--- src/rtl/uart_tx_115200.sv ---
// uart_tx_115200: 8N1 UART transmitter (optional even parity) paced by a 16x oversample tick.
// tx is registered from the current state, so it follows every state change by one clk.
module uart_tx_115200 #(
    parameter int DBIT      = 8,
    parameter int SB_TICK   = 16,
    parameter int PARITY_EN = 0
) (
    input  logic            clk,
    input  logic            reset,
    input  logic            s_tick,
    input  logic            tx_start,
    input  logic [DBIT-1:0] din,
    output logic            tx,
    output logic            tx_busy,
    output logic            tx_done_tick
);
    typedef enum logic [2:0] {IDLE, START, DATA, PARITY, STOP} state_t;
    state_t          state, state_n;
    logic [4:0]      s, s_n;
    logic [2:0]      n, n_n;
    logic [DBIT-1:0] b, b_n;
    logic            p, p_n, done_n;
    always_ff @(posedge clk or negedge reset) begin
        if (!reset) begin
            state        <= IDLE;
            s            <= '0;
            n            <= '0;
            b            <= '0;
            p            <= 1'b0;
            tx           <= 1'b1;
            tx_done_tick <= 1'b0;
        end else begin
            state        <= state_n;
            s            <= s_n;
            n            <= n_n;
            b            <= b_n;
            p            <= p_n;
            tx           <= (state == START) ? 1'b0 : (state == DATA) ? b[0] : (state == PARITY) ? p : 1'b1;
            tx_done_tick <= done_n;
        end
    end
    always_comb begin
        state_n = state;
        s_n     = s;
        n_n     = n;
        b_n     = b;
        p_n     = p;
        done_n  = 1'b0;
        case (state)
            IDLE:
                if (tx_start) begin
                    b_n     = din;
                    p_n     = ^din;
                    s_n     = '0;
                    state_n = START;
                end
            START:
                if (s_tick) begin
                    if (s == 5'd15) begin
                        s_n     = '0;
                        n_n     = '0;
                        state_n = DATA;
                    end else s_n = s + 5'd1;
                end
            DATA:
                if (s_tick) begin
                    if (s == 5'd15) begin
                        s_n = '0;
                        b_n = b >> 1;
                        if (n == 3'(DBIT - 1)) state_n = (PARITY_EN != 0) ? PARITY : STOP;
                        else n_n = n + 3'd1;
                    end else s_n = s + 5'd1;
                end
            PARITY:
                if (s_tick) begin
                    if (s == 5'd15) begin
                        s_n     = '0;
                        state_n = STOP;
                    end else s_n = s + 5'd1;
                end
            STOP:
                if (s_tick) begin
                    if (s == 5'(SB_TICK - 1)) begin
                        s_n     = '0;
                        done_n  = 1'b1;
                        state_n = IDLE;
                    end else s_n = s + 5'd1;
                end
            default: state_n = IDLE;
        endcase
    end
    assign tx_busy = (state != IDLE);
endmodule
--- config.mk ---
export PLATFORM = sky130hd
export DESIGN_NAME = uart_tx_115200
export DESIGN_NICKNAME = d
export VERILOG_FILES = /design/src/rtl/uart_tx_115200.sv
export SDC_FILE = /design/constraint.sdc
export NUM_CORES = 1
export LEC_CHECK = 0
export ABC_CLOCK_PERIOD_IN_PS = 2600
export CORE_AREA = 2 2 45 67
export CTS_CLUSTER_DIAMETER = 30
export DETAILED_ROUTE_END_ITERATION = 7
export DIE_AREA = 0 0 47 69
export PLACE_DENSITY = 0.7
export SYNTH_ARGS = -nofsm -noshare
export SYNTH_HDL_FRONTEND = slang
export SYNTH_SLANG_ARGS = --single-unit
--- constraint.sdc ---
create_clock -name clk -period 2.6 [get_ports clk]
set_clock_uncertainty 0.1 [all_clocks]
set_input_delay 0.65 -clock clk [delete_from_list [all_inputs] [get_ports clk]]
set_output_delay 0.65 -clock clk [all_outputs]
set_load 0.02 [all_outputs]
Yosys cells after proc, flatten, opt, wreduce, memory -nomap -nowiden
Cells that the tools add are included.
- register bits: 22
- input port bits: 12
- output and inout port bits: 3
- add/subtract/negate cells: 2
- equal/unequal tests: 18
- mux-type cells: 29
- reduce and logical (&&, ||, !) cells: 12
- operators with widths (cell ; number):
    $mux W3 ; 13
    $mux W8 ; 3
    $pmux W8 S2 ; 1
    $mux W5 ; 3
    $pmux W3 S5 ; 1
    $ne A2 B2 Y1 const B ; 7
    $ne A2 B1 Y1 const B ; 5
    $pmux W5 S2 ; 1
    $reduce_and A10 Y1 ; 1
    $reduce_xor A8 Y1 ; 1
    $eq A3 B2 Y1 const B ; 2
    $eq A3 B3 Y1 const B ; 2
    $mux W1 ; 6
    $pmux W3 S2 ; 1
    $reduce_and A6 Y1 ; 1
    $reduce_bool A2 Y1 ; 3
    $add A5 B1 Y5 const B ; 1
    $eq A5 B4 Y1 const B ; 1
    $reduce_and A4 Y1 ; 1
    $reduce_or A4 Y1 ; 1
    $add A3 B1 Y3 const B ; 1
    $eq A3 B1 Y1 const B ; 1
    $logic_not A3 Y1 ; 1
    $reduce_and A3 Y1 ; 1
    other kinds (2) ; 2

Longest topological paths before layout
Gate-level depths: netlist (run 1).
- word-level depth: 5
- gate-level depth with buffers: 6

Worst setup path after synthesis (run 1)
Ideal clock, no wire load.
- path type: reg2out
- start: reg state[0]
- end: out tx_busy
- arrival: 0.951 ns
- data required time: 1.850 ns
- slack: 0.899 ns
- stages on the path, launching flop included: 3
- cell sequence: dfrtp_1 > buf_6 > or3_4
- word-level cells in the longest chain between the ends: 1
- ends and longest elaborated chain (item ; RTL line ; text):
    from (decl) ; 18 ; state_t state, state_n;
    from (signal assigned) ; 33 ; state <= state_n;
    $reduce_bool A3 Y1 ; 92 ; assign tx_busy = (state != IDLE);
    to (decl) ; 14 ; output logic tx_busy,
No other way between the ends.

Worst setup path after layout (run 1)
- start: reg state[2]
- end: out tx_busy
Same word-level chain as after synthesis.

==> impl_metrics.tcl, run 1 <==
set metrics [dict create \
    grt_start_max_net_pins 23 \
    cts_sinks 22 \
    worst_slew_margin_rel_pct 68.6 \
    yosysWarningCount 0 \
    antenna_viol_nets_final 0 \
    cp_num_buf_inv 1 \
    cpMaxStageDelayCell "sky130_fd_sc_hd__clkdlybuf4s50_1" \
    synth.cell_area_mm2 0.00127 \
    antenna_found_initial 0 \
    routed-wl-met2_um 1400 \
    cts-root-to-sink-buffers 2 \
    cts_inserted_buffers 3 \
    worst_path_max_fanout 4 \
    postCtsResizedCells 0 \
    first_iter_violations 15 \
    synth.area.top_cells "sky130_fd_sc_hd__dfrtp_1 (41%), sky130_fd_sc_hd__o2bb2ai_1 (4.8%), sky130_fd_sc_hd__xnor2_1 (4.8%)" \
    timing.final.crit_share_pct 90.2 \
    port_buffers 14 \
    initial_cell_density_of_the_core_pct 47.9 \
    logic_depth_of_the_worst_path_buffers_included 2 \
    ios 15 \
    final.setup.tns_ps 0 \
    hpwl_dp_um 1890 \
    dieWidth_um 47 \
    cts.hold.buffers_added 0 \
    cts_htree_levels 1 \
    wirelength_met1_um 1050 \
    min_path_cells 1 \
    cts_tree "yes" \
    post_route_cells_drive_above_1_share_pct 18.7 \
    area_delta_synth_final_pct 21.0 \
    detail_route.vias_per_cell 5.60 \
    die_area_mm2 0.00324 \
    final_setup_violations 0 \
    stdcell_count 176 \
    rsz0062_at_grt "no" \
    critPathRequiredTime_ps 1850 \
    seq_area_um2 552 \
    finalWeightedCongestion 0.849 \
    hold_path_class "flop to flop" \
    wl_per_cell_um 14.5 \
    timing.reg2reg.worst_path_depth 5 \
    grt_pass1_vias 1018 \
    total_routing_usage_reported_by_global_routing_pct 18.4 \
    synth_cells 120 \
    nets_in_the_synthesized_netlist 135 \
    post-place-cells 172 \
    post_synthesis_share_of_cell_area_spent_on_and_or_nand_and_nor_gates_pct 21.3 \
    multi_input_area_um2 664 \
    cts_root_buf "sky130_fd_sc_hd__clkbuf_8" \
    grt_overflow_total 0 \
    critPathCaptureType "output pin" \
    yosys-mux-area-fraction_pct 0 \
    report.final.slew_viol_count 0 \
    synth_fa_ha_area_share_pct 2.96 \
    largest_family_of_logic_cells_by_synthesized_area "compound AO/OA/AOI/OAI gates" \
    status "finished clean" \
    synth_xor_xnor_area_share_pct 4.84 \
    ys_ff_latch 22 \
    async_flop_share_pct 100 \
    post-route-min-period_ps 2350 \
    cts_post_setup_buffers_inserted 0 \
    irDropWorstVdd_mv 0.480 \
    worst_slew_pin_slew_ps 470 \
    routed-wl-met3_um 49 \
    crit_type "flop to output pin" \
    power_density_over_the_cells_mw_per_mm2 853 \
    clk-insertion-delay-late_ps 260 \
    crit_chain "or3_4 > clkdlybuf4s50_1" \
    cts.clk_slew.worst_paths_ps 80 \
    synth_enable_flop_cells 0 \
    synth-seq-area-share_pct 43.5 \
    fill_cells 240 \
    row_count 23 \
    core_area_mm2 0.00265 \
    first_pass_grt_wire_length_um 4480 \
    synth_compound_area_share_pct 23.3 \
    remaining_drc_errors 0 \
    synth_largest_type_area_fraction_pct 41.5 \
    first_pass_iters 4 \
    cap_viol_max_count 0 \
    critPathArrivalTime_ps 1600 \
    final_nets 155 \
    timing.critical_path.slowest_cell_delay_ps 550 \
    critPathLaunchType "flop" \
    yosys.cell_types.count 37 \
    via_count 985 \
    highest_metal_layer_used_by_the_detailed_router "met4" \
    synth_largest_area_cell "sky130_fd_sc_hd__dfrtp_1" \
    synth_top_flop_cell "sky130_fd_sc_hd__dfrtp_1" \
    cellLeakagePower_nw 0.648 \
    mean_instance_size_in_the_synthesized_netlist_um2 10.6 \
    hold_viol 0 \
    cpLargestDelayFamily "buffers and inverters" \
    finalWirelength_um 2540 \
    diode_insertion_count_for_antenna_repair 0 \
    fp.dieH_um 69 \
    highest_attainable_clock_frequency_mhz 426 \
]
## cell usage in the layout, fill, tap and decap left out, drive strengths merged, types with 3 or more instances in the layout
cell type / instances
a31oi: 3
o2bb2ai: 7
and3: 7
a21oi: 13
nand2: 10
nor2: 3
buf: 6
inv: 4
xnor2: 7
ha: 3
nand3: 5
o21ai: 8
clkdlybuf4s50: 14
nor3b: 3
clkbuf: 3
dfrtp: 21
## sequential cells by signal, indices dropped and copies added (netlist names)
| signal | flops |
|---|---|
| b | 8 |
| n | 3 |
| p | 1 |
| s | 5 |
| state | 3 |
| tx | 1 |
| tx_done_tick | 1 |
## layer usage
| metal | up-vias | global-route usage [%] |
|---|---|---|
| met5 | - | 0 |
| li1 | 487 | - |
| met1 | 479 | 21.9 |
| met4 | 0 | 7.41 |
| met3 | 5 | 2.88 |
| met2 | 14 | 31.1 |
## cell families (layout without fill, tap and decap cells)
group / after synthesis / in the layout
adders and majority gates: 3 / 3
and+or+nand+nor: 39 / 39
buffers and inverters: 9 / 28
DFF: 22 / 22
AOI/OAI and AO/OA: 40 / 40
xor gates and xnor gates: 7 / 7
## cells in the mapped netlist (2+ instances only)
cell type,count
sky130_fd_sc_hd__and4b_4,2
sky130_fd_sc_hd__nor3_1,2
sky130_fd_sc_hd__a31oi_1,3
sky130_fd_sc_hd__nand2_1,10
sky130_fd_sc_hd__nand3_1,4
sky130_fd_sc_hd__a21oi_1,12
sky130_fd_sc_hd__o2bb2ai_1,7
sky130_fd_sc_hd__ha_1,3
sky130_fd_sc_hd__inv_1,4
sky130_fd_sc_hd__xnor2_1,7
sky130_fd_sc_hd__nand4_1,2
sky130_fd_sc_hd__buf_2,2
sky130_fd_sc_hd__o21ai_0,8
sky130_fd_sc_hd__dfrtp_1,21
sky130_fd_sc_hd__nor2_1,3
sky130_fd_sc_hd__buf_6,2
sky130_fd_sc_hd__and3_1,7
sky130_fd_sc_hd__a31o_2,2
## worst paths after layout
kind	from	to	slack (ps)
max in group asynchronous	reset	tx$_DFF_PN1_	1490
min reg2reg	b[5]$_DFFE_PN0P_	b[5]$_DFFE_PN0P_	390
min in group asynchronous	reset	tx_done_tick$_DFF_PN0_	630
max	state[2]$_DFFE_PN0P_	tx_busy	250
min	b[5]$_DFFE_PN0P_	b[5]$_DFFE_PN0P_	390
max reg2reg	state[1]$_DFFE_PN0P_	b[7]$_DFFE_PN0P_	790
## through the flow
stage / worst slack, ps / utilization [%] / hold slack [ps] / power, mW / area (um^2)
finish: 254 / 57.9 / 389 / 1.31 / 1530
global route: 196 / 57.9 / 407 / 1.40 / 1530
CTS: 242 / 57.9 / 390 / 1.32 / 1530
detailed placement: 416 / 55.2 / 367 / 0.998 / 1460
global placement: 437 / 55.2 / 369 / 0.983 / 1460
floorplan: 899 / - / 254 / 0.862 / 1270
## cell type report
class / instances / area share [%]
clock buffer: 3 / 2.69
clock inverter: 1 / 1.96
inverter: 4 / 0.979
multi-input combinational: 89 / 43.3
sequential: 22 / 36.0
tap: 37 / 3.02
timing repair buffer: 20 / 12.1
## where the power goes
part / internal (mW) / switching (mW)
Sequential: 0.460 / 0.0842
Combinational: 0.220 / 0.228
Clock: 0.206 / 0.111
Power figures use the tool's default switching activity.
==> inputs of run 2 (changes only) <==
- CORE_AREA: 2 2 45 67 -> 2 2 62 93
- DIE_AREA: 0 0 47 69 -> 0 0 64 95
- PLACE_DENSITY: 0.7 -> unset
==> impl_metrics.tcl, run 2 (synthesis gave the netlist of run 1 again) <==
set metrics [dict create \
    status "finished clean" \
    ios 15 \
    rsz0062_at_grt "no" \
    critPathRequiredTime_ps 1850 \
    intPower_uw 815 \
    reg2reg_from "state[2]$_DFFE_PN0P_" \
    fp.dieH_um 95 \
    cellLeakagePower_nw 0.641 \
    largest-register "b" \
    worst_slew_pin_slew_ps 449 \
    dieWidth_um 64 \
    worst_slew_margin_rel_pct 70.0 \
    final_nets 155 \
    crit_end "tx_busy" \
    diode_insertion_count_for_antenna_repair 0 \
    switching_power_share_of_the_total_pct 33.8 \
    cts_htree_levels 1 \
    hold_viol 0 \
    biggestRegsByFlops "b x8, s x5" \
    critPathCaptureType "output pin" \
    mostFrequentLayoutCells "sky130_fd_sc_hd__dfrtp_1 (21), sky130_fd_sc_hd__clkdlybuf4s50_1 (14), sky130_fd_sc_hd__a21oi_1 (12)" \
    wl_per_cell_um 12.6 \
    detail_route.vias_per_cell 4.72 \
    largest_register_ffs 8 \
    share_seq_of_total_power_pct 43.8 \
    post_route_cells_drive_above_1_share_pct 18.7 \
    final_design_area_no_fill_mm2 0.00156 \
    power_frac_comb_pct 36.2 \
    cp-startpoint "state[2]$_DFFE_PN0P_" \
    first_pass_iters 4 \
    antenna_viol_nets_final 0 \
    antenna_found_initial 0 \
    hold_path_class "flop to flop" \
    area_delta_synth_final_pct 23.0 \
    first_pass_grt_wire_length_um 4750 \
    via_count 986 \
    critPathArrivalTime_ps 1610 \
    remaining_drc_errors 0 \
    final_setup_violations 0 \
    rr_endpoint "b[7]$_DFFE_PN0P_" \
    worst_hold_startpoint "b[5]$_DFFE_PN0P_" \
    final.setup.tns_ps 0 \
    cts_tree "yes" \
    post-place-cells 205 \
    finalWirelength_um 2640 \
    highest_attainable_clock_frequency_mhz 424 \
    design_power_total_mw 1.23 \
    layout_commonest_cell "sky130_fd_sc_hd__dfrtp_1" \
    irDropWorstVdd_mv 0.244 \
    crit_type "flop to output pin" \
    port_buffers 14 \
    first_iter_violations 55 \
    reg2reg_slack_ps 820 \
    p_clk_share_pct 20.0 \
    cap_viol_max_count 0 \
    cts_root_buf "sky130_fd_sc_hd__clkbuf_8" \
    placed_area_mm2 0.00150 \
    core_area_mm2 0.00533 \
    die_area_mm2 0.00608 \
    critPathLaunchType "flop" \
    stdcell_count 209 \
    cts-root-to-sink-buffers 2 \
    initial_cell_density_of_the_core_pct 23.8 \
    cts.hold.buffers_added 0 \
    postCtsResizedCells 0 \
    clk-insertion-delay-late_ps 260 \
    cts_sinks 22 \
    report.final.slew_viol_count 0 \
    hpwl_dp_um 2070 \
    grt_pass1_vias 997 \
    grt_overflow_total 0 \
    worst_path_max_fanout 4 \
    worst_hold_slack_ps 388 \
    finalWeightedCongestion 0.705 \
    total_routing_usage_reported_by_global_routing_pct 9.97 \
    post-route-min-period_ps 2360 \
    timing.reg2reg.worst_path_depth 5 \
    power_density_over_the_cells_mw_per_mm2 790 \
    timing.final.crit_share_pct 90.6 \
    grt_start_max_net_pins 14 \
    cts.clk_slew.worst_paths_ps 80 \
    row_count 33 \
    cts_post_setup_buffers_inserted 0 \
    p_sw_uw 416 \
    cts_inserted_buffers 3 \
]
run 2: cell types whose count changed in the layout (fill, tap and decap cells not counted), sizes merged:
| cell | previous run | this run |
|---|---|---|
| bufinv | 1 | 0 |
| clkbuf | 3 | 4 |
run 2: power groups by stage:
| stage | clock (mW) | sequential (mW) | combinational [mW] |
|---|---|---|---|
| after CTS | 0.251 | 0.541 | 0.453 |
| after global placement | 0 | 0.546 | 0.445 |
| after detailed placement | 0 | 0.548 | 0.452 |
| after global routing | 0.266 | 0.555 | 0.506 |
| final | 0.246 | 0.540 | 0.446 |
| after floorplan | 0 | 0.548 | 0.313 |
run 2: routing by layer:
| layer | GRT usage, % | part of all wire [%] |
|---|---|---|
| met5 | 0 | 0 |
| met4 | 4.71 | 2.5 |
| met3 | 1.55 | 2.8 |
| met2 | 18.1 | 54 |
| met1 | 11.2 | 41 |
run 2: worst max-delay path, cell delays in order (launching register included):
cell                              delay, ps
sky130_fd_sc_hd__dfrtp_1                380
sky130_fd_sc_hd__or3_4                  420
sky130_fd_sc_hd__clkdlybuf4s50_1        550
run 2: per-stage QoR:
step / utilization [%] / setup slack (ps)
after floorplan: - / 899
after global placement: 28.2 / 415
after detailed placement: 28.2 / 388
after CTS: 29.3 / 236
after global routing: 29.3 / 214
final: 29.3 / 244
run 2: worst min path at each step:
stage | endpoint | slack (ps) | cells past startpoint
global placement | n[1]$_DFFE_PN0P_ | 370 | 2
finish | b[5]$_DFFE_PN0P_ | 390 | 1
detailed placement | b[1]$_DFFE_PN0P_ | 370 | 1
CTS | b[5]$_DFFE_PN0P_ | 390 | 1
floorplan | b[0]$_DFFE_PN0P_ | 250 | 0
global route | b[1]$_DFFE_PN0P_ | 410 | 1
run 2: layout make-up:
class	count	area (um^2)
sequential	22	552
clock buffer	4	55.1
timing repair buffer	20	185
multi-input combinational	89	664
inverter	4	15.0
tap	70	87.6
fill	548	3770
